--- src/rtl/mem_arbiter_if.sv ---
// Bus bundle for mem_arbiter: instruction port, data port and the shared memory port.
// Signal names keep the arbiter's point of view (i_ = into arbiter, o_ = out of it).
// slave  : the arbiter side.
// master : the environment side (cores and memory model).
interface mem_arbiter_if;
    logic        i_imem_req;
    logic [31:0] i_imem_addr;
    logic        o_imem_ready;
    logic        o_imem_valid;
    logic [31:0] o_imem_rdata;

    logic        i_dmem_req;
    logic        i_dmem_ren;
    logic        i_dmem_wen;
    logic [31:0] i_dmem_addr;
    logic [31:0] i_dmem_wdata;
    logic [3:0]  i_dmem_mask;
    logic        o_dmem_ready;
    logic        o_dmem_valid;
    logic [31:0] o_dmem_rdata;
    logic        o_dmem_err;

    logic        o_mem_req;
    logic [31:0] o_mem_addr;
    logic [31:0] o_mem_wdata;
    logic        o_mem_wen;
    logic [3:0]  o_mem_mask;
    logic        i_mem_ready;
    logic        i_mem_valid;
    logic [31:0] i_mem_rdata;

    modport slave (
        input  i_imem_req, i_imem_addr,
        output o_imem_ready, o_imem_valid, o_imem_rdata,
        input  i_dmem_req, i_dmem_ren, i_dmem_wen, i_dmem_addr, i_dmem_wdata, i_dmem_mask,
        output o_dmem_ready, o_dmem_valid, o_dmem_rdata, o_dmem_err,
        output o_mem_req, o_mem_addr, o_mem_wdata, o_mem_wen, o_mem_mask,
        input  i_mem_ready, i_mem_valid, i_mem_rdata
    );

    modport master (
        output i_imem_req, i_imem_addr,
        input  o_imem_ready, o_imem_valid, o_imem_rdata,
        output i_dmem_req, i_dmem_ren, i_dmem_wen, i_dmem_addr, i_dmem_wdata, i_dmem_mask,
        input  o_dmem_ready, o_dmem_valid, o_dmem_rdata, o_dmem_err,
        input  o_mem_req, o_mem_addr, o_mem_wdata, o_mem_wen, o_mem_mask,
        output i_mem_ready, i_mem_valid, i_mem_rdata
    );
endinterface

--- src/rtl/mem_arbiter.sv ---
// mem_arbiter: shares one single-ported memory between a fetch port and a data port,
// one transaction outstanding at a time.
// Optional feature: define MEM_ARB_ROUND_ROBIN_EN to break IDLE ties in favour of the
// requester not granted last; otherwise the data port always wins ties.
//
// state | meaning
// IDLE  | no transaction; grant a requester combinationally
// ISSUE | drive o_mem_req with latched fields until the memory accepts
// WAIT  | wait for the memory response, forward it to the owner
// ERR   | report a read+write data request as an error, no memory access
module mem_arbiter (
    input  logic          i_clk,
    input  logic          i_rst,
    mem_arbiter_if.slave  bus,
    output logic          o_busy
);
    typedef enum logic [1:0] {S_IDLE, S_ISSUE, S_WAIT, S_ERR} state_t;

    state_t      state_q, state_d;
    logic        owner_dmem_q, owner_dmem_d;
    logic [31:0] addr_q, addr_d;
    logic [31:0] wdata_q, wdata_d;
    logic [3:0]  mask_q, mask_d;
    logic        wen_q, wen_d;
    logic        grant_imem, grant_dmem;
    logic        prio_dmem;

`ifdef MEM_ARB_ROUND_ROBIN_EN
    logic prio_dmem_q, prio_dmem_d;
    assign prio_dmem = prio_dmem_q;

    // Priority flips to the other requester after every grant.
    always_comb begin
        prio_dmem_d = prio_dmem_q;
        if (grant_dmem)      prio_dmem_d = 1'b0;
        else if (grant_imem) prio_dmem_d = 1'b1;
    end

    // Priority pointer register, data port preferred out of reset.
    always_ff @(posedge i_clk) begin
        if (i_rst) prio_dmem_q <= 1'b1;
        else       prio_dmem_q <= prio_dmem_d;
    end
`else
    assign prio_dmem = 1'b1;
`endif

    // Grant decision, only in IDLE and never while reset is applied.
    always_comb begin
        grant_dmem = 1'b0;
        grant_imem = 1'b0;
        if (state_q == S_IDLE && !i_rst) begin
            grant_dmem = bus.i_dmem_req && (!bus.i_imem_req || prio_dmem);
            grant_imem = bus.i_imem_req && !grant_dmem;
        end
    end

    // State register.
    always_ff @(posedge i_clk) begin
        if (i_rst) state_q <= S_IDLE;
        else       state_q <= state_d;
    end

    // Next-state logic.
    always_comb begin
        state_d = state_q;
        case (state_q)
            S_IDLE: begin
                if (grant_dmem)
                    state_d = (bus.i_dmem_ren && bus.i_dmem_wen) ? S_ERR : S_ISSUE;
                else if (grant_imem)
                    state_d = S_ISSUE;
            end
            S_ISSUE: if (bus.i_mem_ready) state_d = S_WAIT;
            S_WAIT:  if (bus.i_mem_valid) state_d = S_IDLE;
            S_ERR:   state_d = S_IDLE;
            default: state_d = S_IDLE;
        endcase
    end

    // Transaction fields captured at grant; a fetch is a full-word read.
    always_comb begin
        owner_dmem_d = owner_dmem_q;
        addr_d       = addr_q;
        wdata_d      = wdata_q;
        mask_d       = mask_q;
        wen_d        = wen_q;
        if (grant_dmem) begin
            owner_dmem_d = 1'b1;
            addr_d       = bus.i_dmem_addr;
            wdata_d      = bus.i_dmem_wdata;
            mask_d       = bus.i_dmem_mask;
            wen_d        = bus.i_dmem_wen;
        end else if (grant_imem) begin
            owner_dmem_d = 1'b0;
            addr_d       = bus.i_imem_addr;
            wdata_d      = 32'h0;
            mask_d       = 4'hF;
            wen_d        = 1'b0;
        end
    end

    // Transaction field registers.
    always_ff @(posedge i_clk) begin
        if (i_rst) begin
            owner_dmem_q <= 1'b0;
            addr_q       <= 32'h0;
            wdata_q      <= 32'h0;
            mask_q       <= 4'h0;
            wen_q        <= 1'b0;
        end else begin
            owner_dmem_q <= owner_dmem_d;
            addr_q       <= addr_d;
            wdata_q      <= wdata_d;
            mask_q       <= mask_d;
            wen_q        <= wen_d;
        end
    end

    assign bus.o_mem_addr  = addr_q;
    assign bus.o_mem_wdata = wdata_q;
    assign bus.o_mem_mask  = mask_q;
    assign bus.o_mem_wen   = wen_q;

    // Output pulses; everything is forced low while reset is applied.
    always_comb begin
        bus.o_imem_ready = 1'b0;
        bus.o_imem_valid = 1'b0;
        bus.o_imem_rdata = 32'h0;
        bus.o_dmem_ready = 1'b0;
        bus.o_dmem_valid = 1'b0;
        bus.o_dmem_rdata = 32'h0;
        bus.o_dmem_err   = 1'b0;
        bus.o_mem_req    = 1'b0;
        o_busy           = 1'b0;
        if (!i_rst) begin
            bus.o_imem_ready = grant_imem;
            bus.o_dmem_ready = grant_dmem;
            o_busy           = (state_q != S_IDLE);
            case (state_q)
                S_ISSUE: bus.o_mem_req = 1'b1;
                S_WAIT: begin
                    if (bus.i_mem_valid) begin
                        if (owner_dmem_q) begin
                            bus.o_dmem_valid = 1'b1;
                            bus.o_dmem_rdata = wen_q ? 32'h0 : bus.i_mem_rdata;
                        end else begin
                            bus.o_imem_valid = 1'b1;
                            bus.o_imem_rdata = bus.i_mem_rdata;
                        end
                    end
                end
                S_ERR: begin
                    bus.o_dmem_valid = 1'b1;
                    bus.o_dmem_err   = 1'b1;
                end
                default: ;
            endcase
        end
    end
endmodule

--- src/flat_wrapper.sv ---
// flat-port wrapper written by rule: the top's interface ports become plain ports
module mem_arbiter_flat 
  (i_clk, i_rst, o_busy, bus_i_imem_req, bus_i_imem_addr, bus_o_imem_ready, bus_o_imem_valid, bus_o_imem_rdata, bus_i_dmem_req, bus_i_dmem_ren, bus_i_dmem_wen, bus_i_dmem_addr, bus_i_dmem_wdata, bus_i_dmem_mask, bus_o_dmem_ready, bus_o_dmem_valid, bus_o_dmem_rdata, bus_o_dmem_err, bus_o_mem_req, bus_o_mem_addr, bus_o_mem_wdata, bus_o_mem_wen, bus_o_mem_mask, bus_i_mem_ready, bus_i_mem_valid, bus_i_mem_rdata);
  mem_arbiter_if bus_i ();
  input  logic i_clk;
  input  logic i_rst;
  output logic o_busy;
  input wire logic [$bits(bus_i.i_imem_req)-1:0] bus_i_imem_req;
  input wire logic [$bits(bus_i.i_imem_addr)-1:0] bus_i_imem_addr;
  output wire logic [$bits(bus_i.o_imem_ready)-1:0] bus_o_imem_ready;
  output wire logic [$bits(bus_i.o_imem_valid)-1:0] bus_o_imem_valid;
  output wire logic [$bits(bus_i.o_imem_rdata)-1:0] bus_o_imem_rdata;
  input wire logic [$bits(bus_i.i_dmem_req)-1:0] bus_i_dmem_req;
  input wire logic [$bits(bus_i.i_dmem_ren)-1:0] bus_i_dmem_ren;
  input wire logic [$bits(bus_i.i_dmem_wen)-1:0] bus_i_dmem_wen;
  input wire logic [$bits(bus_i.i_dmem_addr)-1:0] bus_i_dmem_addr;
  input wire logic [$bits(bus_i.i_dmem_wdata)-1:0] bus_i_dmem_wdata;
  input wire logic [$bits(bus_i.i_dmem_mask)-1:0] bus_i_dmem_mask;
  output wire logic [$bits(bus_i.o_dmem_ready)-1:0] bus_o_dmem_ready;
  output wire logic [$bits(bus_i.o_dmem_valid)-1:0] bus_o_dmem_valid;
  output wire logic [$bits(bus_i.o_dmem_rdata)-1:0] bus_o_dmem_rdata;
  output wire logic [$bits(bus_i.o_dmem_err)-1:0] bus_o_dmem_err;
  output wire logic [$bits(bus_i.o_mem_req)-1:0] bus_o_mem_req;
  output wire logic [$bits(bus_i.o_mem_addr)-1:0] bus_o_mem_addr;
  output wire logic [$bits(bus_i.o_mem_wdata)-1:0] bus_o_mem_wdata;
  output wire logic [$bits(bus_i.o_mem_wen)-1:0] bus_o_mem_wen;
  output wire logic [$bits(bus_i.o_mem_mask)-1:0] bus_o_mem_mask;
  input wire logic [$bits(bus_i.i_mem_ready)-1:0] bus_i_mem_ready;
  input wire logic [$bits(bus_i.i_mem_valid)-1:0] bus_i_mem_valid;
  input wire logic [$bits(bus_i.i_mem_rdata)-1:0] bus_i_mem_rdata;
  assign bus_i.i_imem_req = bus_i_imem_req;
  assign bus_i.i_imem_addr = bus_i_imem_addr;
  assign bus_o_imem_ready = bus_i.o_imem_ready;
  assign bus_o_imem_valid = bus_i.o_imem_valid;
  assign bus_o_imem_rdata = bus_i.o_imem_rdata;
  assign bus_i.i_dmem_req = bus_i_dmem_req;
  assign bus_i.i_dmem_ren = bus_i_dmem_ren;
  assign bus_i.i_dmem_wen = bus_i_dmem_wen;
  assign bus_i.i_dmem_addr = bus_i_dmem_addr;
  assign bus_i.i_dmem_wdata = bus_i_dmem_wdata;
  assign bus_i.i_dmem_mask = bus_i_dmem_mask;
  assign bus_o_dmem_ready = bus_i.o_dmem_ready;
  assign bus_o_dmem_valid = bus_i.o_dmem_valid;
  assign bus_o_dmem_rdata = bus_i.o_dmem_rdata;
  assign bus_o_dmem_err = bus_i.o_dmem_err;
  assign bus_o_mem_req = bus_i.o_mem_req;
  assign bus_o_mem_addr = bus_i.o_mem_addr;
  assign bus_o_mem_wdata = bus_i.o_mem_wdata;
  assign bus_o_mem_wen = bus_i.o_mem_wen;
  assign bus_o_mem_mask = bus_i.o_mem_mask;
  assign bus_i.i_mem_ready = bus_i_mem_ready;
  assign bus_i.i_mem_valid = bus_i_mem_valid;
  assign bus_i.i_mem_rdata = bus_i_mem_rdata;
  mem_arbiter u_core (.i_clk(i_clk), .i_rst(i_rst), .bus(bus_i), .o_busy(o_busy));
endmodule
--- config.mk ---
export PLATFORM = sky130hd
export DESIGN_NAME = mem_arbiter_flat
export DESIGN_NICKNAME = d
export VERILOG_FILES = /design/src/rtl/mem_arbiter_if.sv /design/src/rtl/mem_arbiter.sv /design/src/flat_wrapper.sv
export SDC_FILE = /design/constraint.sdc
export NUM_CORES = 1
export LEC_CHECK = 0
export ABC_AREA = 1
export CAP_MARGIN = 20
export CORE_ASPECT_RATIO = 0.6
export CORE_UTILIZATION = 33
export DETAILED_ROUTE_END_ITERATION = 10
export PLACE_DENSITY = 0.8
export SYNTH_ARGS = -nofsm -noshare
export SYNTH_HDL_FRONTEND = slang
export SYNTH_SLANG_ARGS = --single-unit
--- constraint.sdc ---
create_clock -name i_clk -period 2.9 [get_ports i_clk]
set_clock_uncertainty 0.1 [all_clocks]
set_input_delay 0.435 -clock i_clk [delete_from_list [all_inputs] [get_ports i_clk]]
set_output_delay 0.435 -clock i_clk [all_outputs]
set_load 0.01 [all_outputs]
Yosys cells after proc, flatten, opt, wreduce, memory -nomap -nowiden
Index checks and enable logic that the tools add are counted.
{ "totals": {"reg_bits": 72, "elab_cells": 62} }
{ "op_classes": {"eq_ne": 6, "muxes": 41, "reduce_logical": 9} }
{ "ops": {"columns": ["operator", "count"], "rows": [
  ["$mux W32", 13],
  ["$mux W1", 19],
  ["$mux W2", 5],
  ["$mux W4", 2],
  ["$pmux W2 S4", 1],
  ["$eq A2 B2 Y1 const B", 2],
  ["$ne A2 B2 Y1 const B", 2],
  ["$reduce_bool A2 Y1", 2],
  ["$logic_and A1 B1 Y1", 3],
  ["$ne A3 B1 Y1 const B", 1],
  ["$reduce_and A3 Y1", 1],
  ["$eq A2 B1 Y1 const B", 1],
  ["$logic_not A1 Y1", 2],
  ["$logic_not A2 Y1", 1],
  ["$pmux W1 S2", 1]
]} }

Depth between registers and ports, before layout
Gate-level depths: netlist (run 1).
{ "depth": {"depth_word": 6, "mapped_depth": 9, "ltp_nobuf": 7} }

Least setup slack after synthesis (run 1)
Ideal clock, no wire load.
{ "synth_timing": {"path_type": "input to output", "from": "input i_rst", "to": "output bus_o_dmem_rdata[10]", "arrival_time_ns": 1.328, "required_time_ns": 2.365, "setup_slack_ns": 1.037, "stages": 4, "n_path_buf": 2, "path_cell_list": "or2_2 -> clkbuf_1 -> clkbuf_1 -> nor3_1"} }
{ "synth_via": {"elab_chain_cells": 1} }
{ "synth_lines": {"columns": ["element", "line_no", "text"], "rows": [
  ["start: declaration", "flat_wrapper.sv:6", "input logic i_rst;"],
  ["$mux W32", "mem_arbiter.sv:136", "if (!i_rst) begin"],
  ["end: declaration", "flat_wrapper.sv:21", "output wire logic [$bits(bus_i.o_dmem_rdata)-1:0] bus_o_dmem_rdata;"]
]} }
Every way passes these cells.

Final worst setup path (run 1)
{ "layout_timing": {"from": "input bus_i_mem_valid", "to": "output bus_o_dmem_rdata[15]"} }
{ "layout_via": {"elab_chain_cells": 3} }
{ "layout_lines": {"columns": ["element", "line_no", "text"], "rows": [
  ["start: declaration", "flat_wrapper.sv:29", "input wire logic [$bits(bus_i.i_mem_valid)-1:0] bus_i_mem_valid;"],
  ["$mux W32", "mem_arbiter.sv:143", "if (bus.i_mem_valid) begin"],
  ["$mux W32", "mem_arbiter.sv:140", "case (state_q)"],
  ["$mux W32", "mem_arbiter.sv:136", null]
]} }
Every way passes these cells.

==> results of run 1 <==
per-layer routing:
layer | part of all wire | global-route usage | wire, um | vias to the layer above
li1 | - | - | - | 2303
met1 | 0.41 | 0.288 | 5800 | 2078
met2 | 0.47 | 0.421 | 6630 | 187
met3 | 0.096 | 0.0788 | 1360 | 24
met4 | 0.020 | 0.0719 | 286 | 0
met5 | 0 | 0 | 0 | -
critical path: stages:
cell and delay, ns:
clkdlybuf4s50_1 0.49, inv_1 0.09, nor3_2 0.19, inv_1 0.09, buf_12 0.17, nor3_1 0.18, clkdlybuf4s50_1 0.59
registers in the layout, indices dropped and copies added (netlist names):
register                count
u_core.bus.o_mem_wdata     32
u_core.bus.o_mem_mask       4
u_core.state_q              2
u_core.bus.o_mem_wen        1
u_core.owner_dmem_q         1
u_core.bus.o_mem_addr      32
cells by family after synthesis:
family | Yosys count | synth area share
buf+inv | 97 | 0.115
flops | 72 | 0.400
simple gates | 322 | 0.380
compound gates | 74 | 0.105
stage by stage:
stage | instance area, sq um | power, mW
6_report | 6750 | 2.95
5_1_grt | 6750 | 3.11
4_1_cts | 6750 | 2.98
3_5_place_dp | 6450 | 1.89
3_3_place_gp | 6450 | 1.88
2_1_floorplan | 3600 | 1.46
Yosys cell counts:
cell,instances,share of area
inv_1,50,0.052
o211ai_1,1,0.0021
dfxtp_1,72,0.40
buf_1,3,0.0031
or2_2,1,0.0017
nand3_1,67,0.093
buf_4,4,0.0083
nand4_1,1,0.0017
nor2_4,1,0.0031
nand2_2,1,0.0017
nor3_1,34,0.047
nand3_2,2,0.0056
o31ai_1,1,0.0021
clkbuf_1,20,0.021
buf_2,17,0.024
o21ai_0,6,0.0083
nand2_1,169,0.18
nor2_1,45,0.047
inv_2,1,0.0010
a31oi_1,1,0.0017
a21oi_1,65,0.090
nand3b_1,1,0.0021
buf_6,2,0.0063
path summary, 6_finish.rpt:
path | from | end | slack, ns | cells past startpoint
max reg2reg | u_core.state_q[0] | u_core.bus.o_mem_addr[20] | 0.98 | 8
max | bus_i_mem_valid | bus_o_dmem_rdata[15] | 0.12 | 7
min reg2reg | u_core.bus.o_mem_addr[16] | u_core.bus.o_mem_addr[16] | 0.38 | 2
min | u_core.bus.o_mem_addr[16] | u_core.bus.o_mem_addr[16] | 0.38 | 2
power groups by stage:
stage	sequential, mW	clock, mW	combinational (mW)
2_1_floorplan	1.15	0	0.305
6_report	1.11	1.08	0.766
3_5_place_dp	1.13	0	0.766
3_3_place_gp	1.12	0	0.755
5_1_grt	1.12	1.16	0.836
4_1_cts	1.11	1.10	0.771
cell type report:
class,instances,area [sq um]
clock buffer,9,225
clock inverter,7,71.3
fill,937,3840
inverter,51,191
multi-input combinational,396,1760
sequential,72,1440
tap,139,174
timing repair buffer,288,2900
==> flow_metrics.env, run 1 <==
export IMPL_status="finished, final reports clean"
export IMPL_dr_pass1_iters=4
export IMPL_finalSetupViolCount=0
export IMPL_start_util=0.340
export IMPL_cts_sinks=72
export IMPL_routed_wire_length_per_instance_um=14.6
export IMPL_cp_end_kind="primary output"
export IMPL_root_buffer="clkbuf_16"
export IMPL_viasPerCell=4.77
export IMPL_drv_cap=0
export IMPL_seq_area_frac_synth=0.400
export IMPL_final_layout_size_suffix_gt1_frac=0.0401
export IMPL_yosysUniqueCellTypes=23
export IMPL_ios=280
export IMPL_fp_dieW_um=137
export IMPL_crit_type="in -> out"
export IMPL_final_core_util=0.637
export IMPL_worst_slack_ns=0.122
export IMPL_num_rows=29
export IMPL_clock_latency_ns=0.33
export IMPL_final_antenna_net_count=0
export IMPL_ys_warn_count=0
export IMPL_hold_viol_final=0
export IMPL_maxSlewViolCount=0
export IMPL_finalWirelength_um=14100
export IMPL_cp_start_kind="input port"
export IMPL_place_hpwl_um=10600
export IMPL_seq_power_share=0.375
export IMPL_coreArea_sq_um=10600
export IMPL_antenna_found_initial=0
export IMPL_pwr_share_comb=0.260
export IMPL_ys_seq_elements=72
export IMPL_synth_area_sq_um=3600
export IMPL_cts_resized=0
export IMPL_cts_tree="built"
export IMPL_grt_pass1_wl_um=21900
export IMPL_cp_arrival_ns=2.24
export IMPL_slew_headroom=0.548
export IMPL_dieArea_sq_um=11300
export IMPL_grt_usage=0.244
export IMPL_via_count=4592
export IMPL_cts_clk_slew_worst_paths_ns=0.06
export IMPL_power_density_nw_per_um2=436
export IMPL_ctsHtreeMaxLevel=3
export IMPL_clock_fmax_mhz=360
export IMPL_areaGrowthSynthToFinish_pct=87.6
export IMPL_period_needed_ns=2.78
export IMPL_leakage_nw=2.79
export IMPL_synthCells=565
export IMPL_pwr_share_clk=0.365
export IMPL_dp_cells=946
export IMPL_worstMarginPinSlew_ns=0.678
export IMPL_min_period_over_period=0.958
export IMPL_gp_congestion=0.899
export IMPL_fin_cells=962
export IMPL_holdWs_ns=0.382
export IMPL_postCtsHoldBufs=0
export IMPL_grt_max_degree=68
export IMPL_tns_ns=0
export IMPL_gr_total_overflow=0
export IMPL_netSwitchingPower_mw=0.874
export IMPL_ir_drop_v=0.000299
export IMPL_post_place_ws_ns=0.0719
export IMPL_clockBufferDepth=2
export IMPL_p_sw_frac=0.297
export IMPL_layout_commonest_cell="clkdlybuf4s50_1"
export IMPL_p_int_mw=2.07
export IMPL_cp_data_required_time_ns=2.37
export IMPL_synth_avg_cell_area_sq_um=6.37
export IMPL_diodes=0
export IMPL_synth_nets=705
export IMPL_nets=958
export IMPL_port_buffers=279
export IMPL_drc=0
export IMPL_die_h_um=82.9
export IMPL_worstHoldPathType="reg -> reg"
export IMPL_layout_common_cells="clkdlybuf4s50_1, nand2_1, dfxtp_1"
export IMPL_rsz0062_at_grt="false"
export IMPL_drtIter0Drc=210
export IMPL_crit_fanout=32
export IMPL_grt_pass1_vias=4402
export IMPL_post_cts_buffers=0
export IMPL_cts_inserted_buffers=9
Note: power is estimated with default switching activity, not from simulation.
==> run 2, diff against run 1 <==
- PLACE_DENSITY: 0.8 -> 0.82
==> run 2 against run 1 <==
Net effect: core utilization fell by 0.28 points; first-iteration DRC count down 20%; global-route usage is 1.5 points higher; sequential power hardly changed; critical path depth did not move; largest cell class unchanged; count of clock-buffer cells in the layout up 1; final cell count increased by 0.31%; register-to-register slack lost 0.05 ns; combinational power grew 0.7%; non-clock buffer count up 3; critical path type unchanged; hold slack improved by 0.00074 ns.
==> flow_metrics.env, run 2 (synthesis results as in run 1) <==
export IMPL_status="finished, final reports clean"
export IMPL_via_count=4576
export IMPL_gp_congestion=0.882
export IMPL_ff_latch_area_sq_um=1440
export IMPL_crit_type="in -> out"
export IMPL_grt_usage=0.260
export IMPL_rsz0062_at_grt="false"
export IMPL_cp_end_kind="primary output"
export IMPL_num_rows=29
export IMPL_cts_clk_slew_worst_paths_ns=0.06
export IMPL_drtIter0Drc=168
export IMPL_reg2reg_depth=7
export IMPL_root_buffer="clkbuf_16"
export IMPL_hold_viol_final=0
export IMPL_pwr_share_clk=0.349
export IMPL_final_core_util=0.635
export IMPL_hp_start="u_core.bus.o_mem_addr[11]"
export IMPL_layout_commonest_cell="clkdlybuf4s50_1"
export IMPL_fillers=917
export IMPL_post_cts_buffers=0
export IMPL_finalWirelength_um=14300
export IMPL_drv_cap=0
export IMPL_stdcell_area_sq_um=6720
export IMPL_tns_ns=0
export IMPL_nets=961
export IMPL_final_layout_size_suffix_gt1_frac=0.0424
export IMPL_dr_pass1_iters=5
export IMPL_place_hpwl_um=10900
export IMPL_cp_data_required_time_ns=2.37
export IMPL_port_buffers=279
export IMPL_viasPerCell=4.74
export IMPL_dieArea_sq_um=11300
export IMPL_p_sw_frac=0.289
export IMPL_fp_dieW_um=137
export IMPL_worst_r2r_endpoint="u_core.bus.o_mem_addr[4]"
export IMPL_holdPathStages=2
export IMPL_worstMarginPinSlew_ns=0.693
export IMPL_regToRegStartpoint="u_core.state_q[1]"
export IMPL_hold_path_endpoint="u_core.bus.o_mem_addr[11]"
export IMPL_worstHoldPathType="reg -> reg"
export IMPL_ir_drop_v=0.000341
export IMPL_use_met2=0.448
export IMPL_grt_busiest_layer="met2"
export IMPL_ctsHtreeMaxLevel=3
export IMPL_routed_wire_length_per_instance_um=14.9
export IMPL_layout_common_cells="clkdlybuf4s50_1, nand2_1, dfxtp_1"
export IMPL_netSwitchingPower_mw=0.832
export IMPL_grt_max_degree=68
export IMPL_maxSlewViolCount=0
export IMPL_crit_fanout=30
export IMPL_cts_sinks=72
export IMPL_slew_headroom=0.538
export IMPL_coreArea_sq_um=10600
export IMPL_p_int_mw=2.05
export IMPL_start_util=0.340
export IMPL_cts_tree="built"
export IMPL_areaGrowthSynthToFinish_pct=86.8
export IMPL_min_period_over_period=0.950
export IMPL_die_h_um=82.9
export IMPL_cts_inserted_buffers=9
export IMPL_grt_use_met1=0.293
export IMPL_rrSetupSlack_ns=0.93
export IMPL_crit_start="bus_i_mem_valid"
export IMPL_pwr_share_comb=0.267
export IMPL_grt_pass1_vias=4562
export IMPL_antenna_found_initial=0
export IMPL_finalSetupViolCount=0
export IMPL_clock_fmax_mhz=363
export IMPL_multiInputGateArea_sq_um=1760
export IMPL_diodes=0
export IMPL_ios=280
export IMPL_holdWs_ns=0.383
export IMPL_grt_pass1_wl_um=23200
export IMPL_gr_total_overflow=0
export IMPL_dp_cells=949
export IMPL_cp_arrival_ns=2.22
export IMPL_met3_usage=0.0977
export IMPL_clockBufferDepth=2
export IMPL_clock_latency_ns=0.32
export IMPL_cp_start_kind="input port"
export IMPL_period_needed_ns=2.76
export IMPL_drc=0
export IMPL_seq_power_share=0.384
export IMPL_fin_cells=965
export IMPL_postCtsHoldBufs=0
export IMPL_final_antenna_net_count=0
export IMPL_leakage_nw=2.75
export IMPL_dpl_cell_area_sq_um=6450
export IMPL_power_density_nw_per_um2=429
## run 2: cell count changes in the layout (fill, tap and decap cells not counted), sizes merged
cell           previous run  this run
clkdlybuf4s50           277       278
buf                      10        13
inv                      55        53
clkinvlp                  0         2
dlymetal6s2s              1         0
clkinv                    3         2
clkbuf                    9        10
## run 2: critical path, cell delays in order
cell and delay [ns]:
clkdlybuf4s50_1 0.46, inv_1 0.07, nor3_2 0.20, inv_1 0.13
buf_12 0.18, nor3_1 0.18, clkdlybuf4s50_1 0.58
## run 2: worst max path at each step
| stage | endpoint | cells after the start | slack, ns |
|---|---|---|---|
| floorplan | bus_o_dmem_rdata[10] | 4 | 1.04 |
| global placement | bus_o_dmem_rdata[2] | 7 | 0.16 |
| detailed placement | bus_o_dmem_rdata[27] | 7 | 0.11 |
| CTS | bus_o_dmem_rdata[27] | 7 | 0.1 |
| global route | bus_o_dmem_rdata[20] | 7 | 0.03 |
| finish | bus_o_dmem_rdata[27] | 7 | 0.14 |
## run 2: area by class of cell
| class | count | share of cell area |
|---|---|---|
| clock inverter | 6 | 0.00633 |
| inverter | 51 | 0.0285 |
| sequential | 72 | 0.214 |
| clock buffer | 10 | 0.0341 |
| tap | 139 | 0.0259 |
| multi-input combinational | 396 | 0.261 |
| timing repair buffer | 291 | 0.430 |
## run 2: routing by layer
metal / up-vias / wire length [um]
li1: 2306 / -
met1: 2058 / 5840
met2: 188 / 6910
met3: 24 / 1260
met4: 0 / 335
met5: - / 0
## run 2: repair_timing
item | 4_1_cts | 5_1_grt
hold endpoints to repair | 0 | 0
gates resized for setup | 0 | 1
setup endpoints to repair | 0 | 16
## run 2: power groups by stage
stage	logic [mW]	clock network, mW	registers (mW)
after floorplan	0.305	0	1.15
after global placement	0.756	0	1.12
after detailed placement	0.770	0	1.13
after CTS	0.775	1.03	1.11
after global routing	0.844	1.08	1.12
final	0.771	1.01	1.11
## run 2: metrics by stage
| step | total power [mW] | setup WS (ns) |
|---|---|---|
| after floorplan | 1.46 | 1.04 |
| after global placement | 1.88 | 0.163 |
| after detailed placement | 1.90 | 0.107 |
| after CTS | 2.91 | 0.0995 |
| after global routing | 3.04 | 0.0250 |
| final | 2.88 | 0.144 |
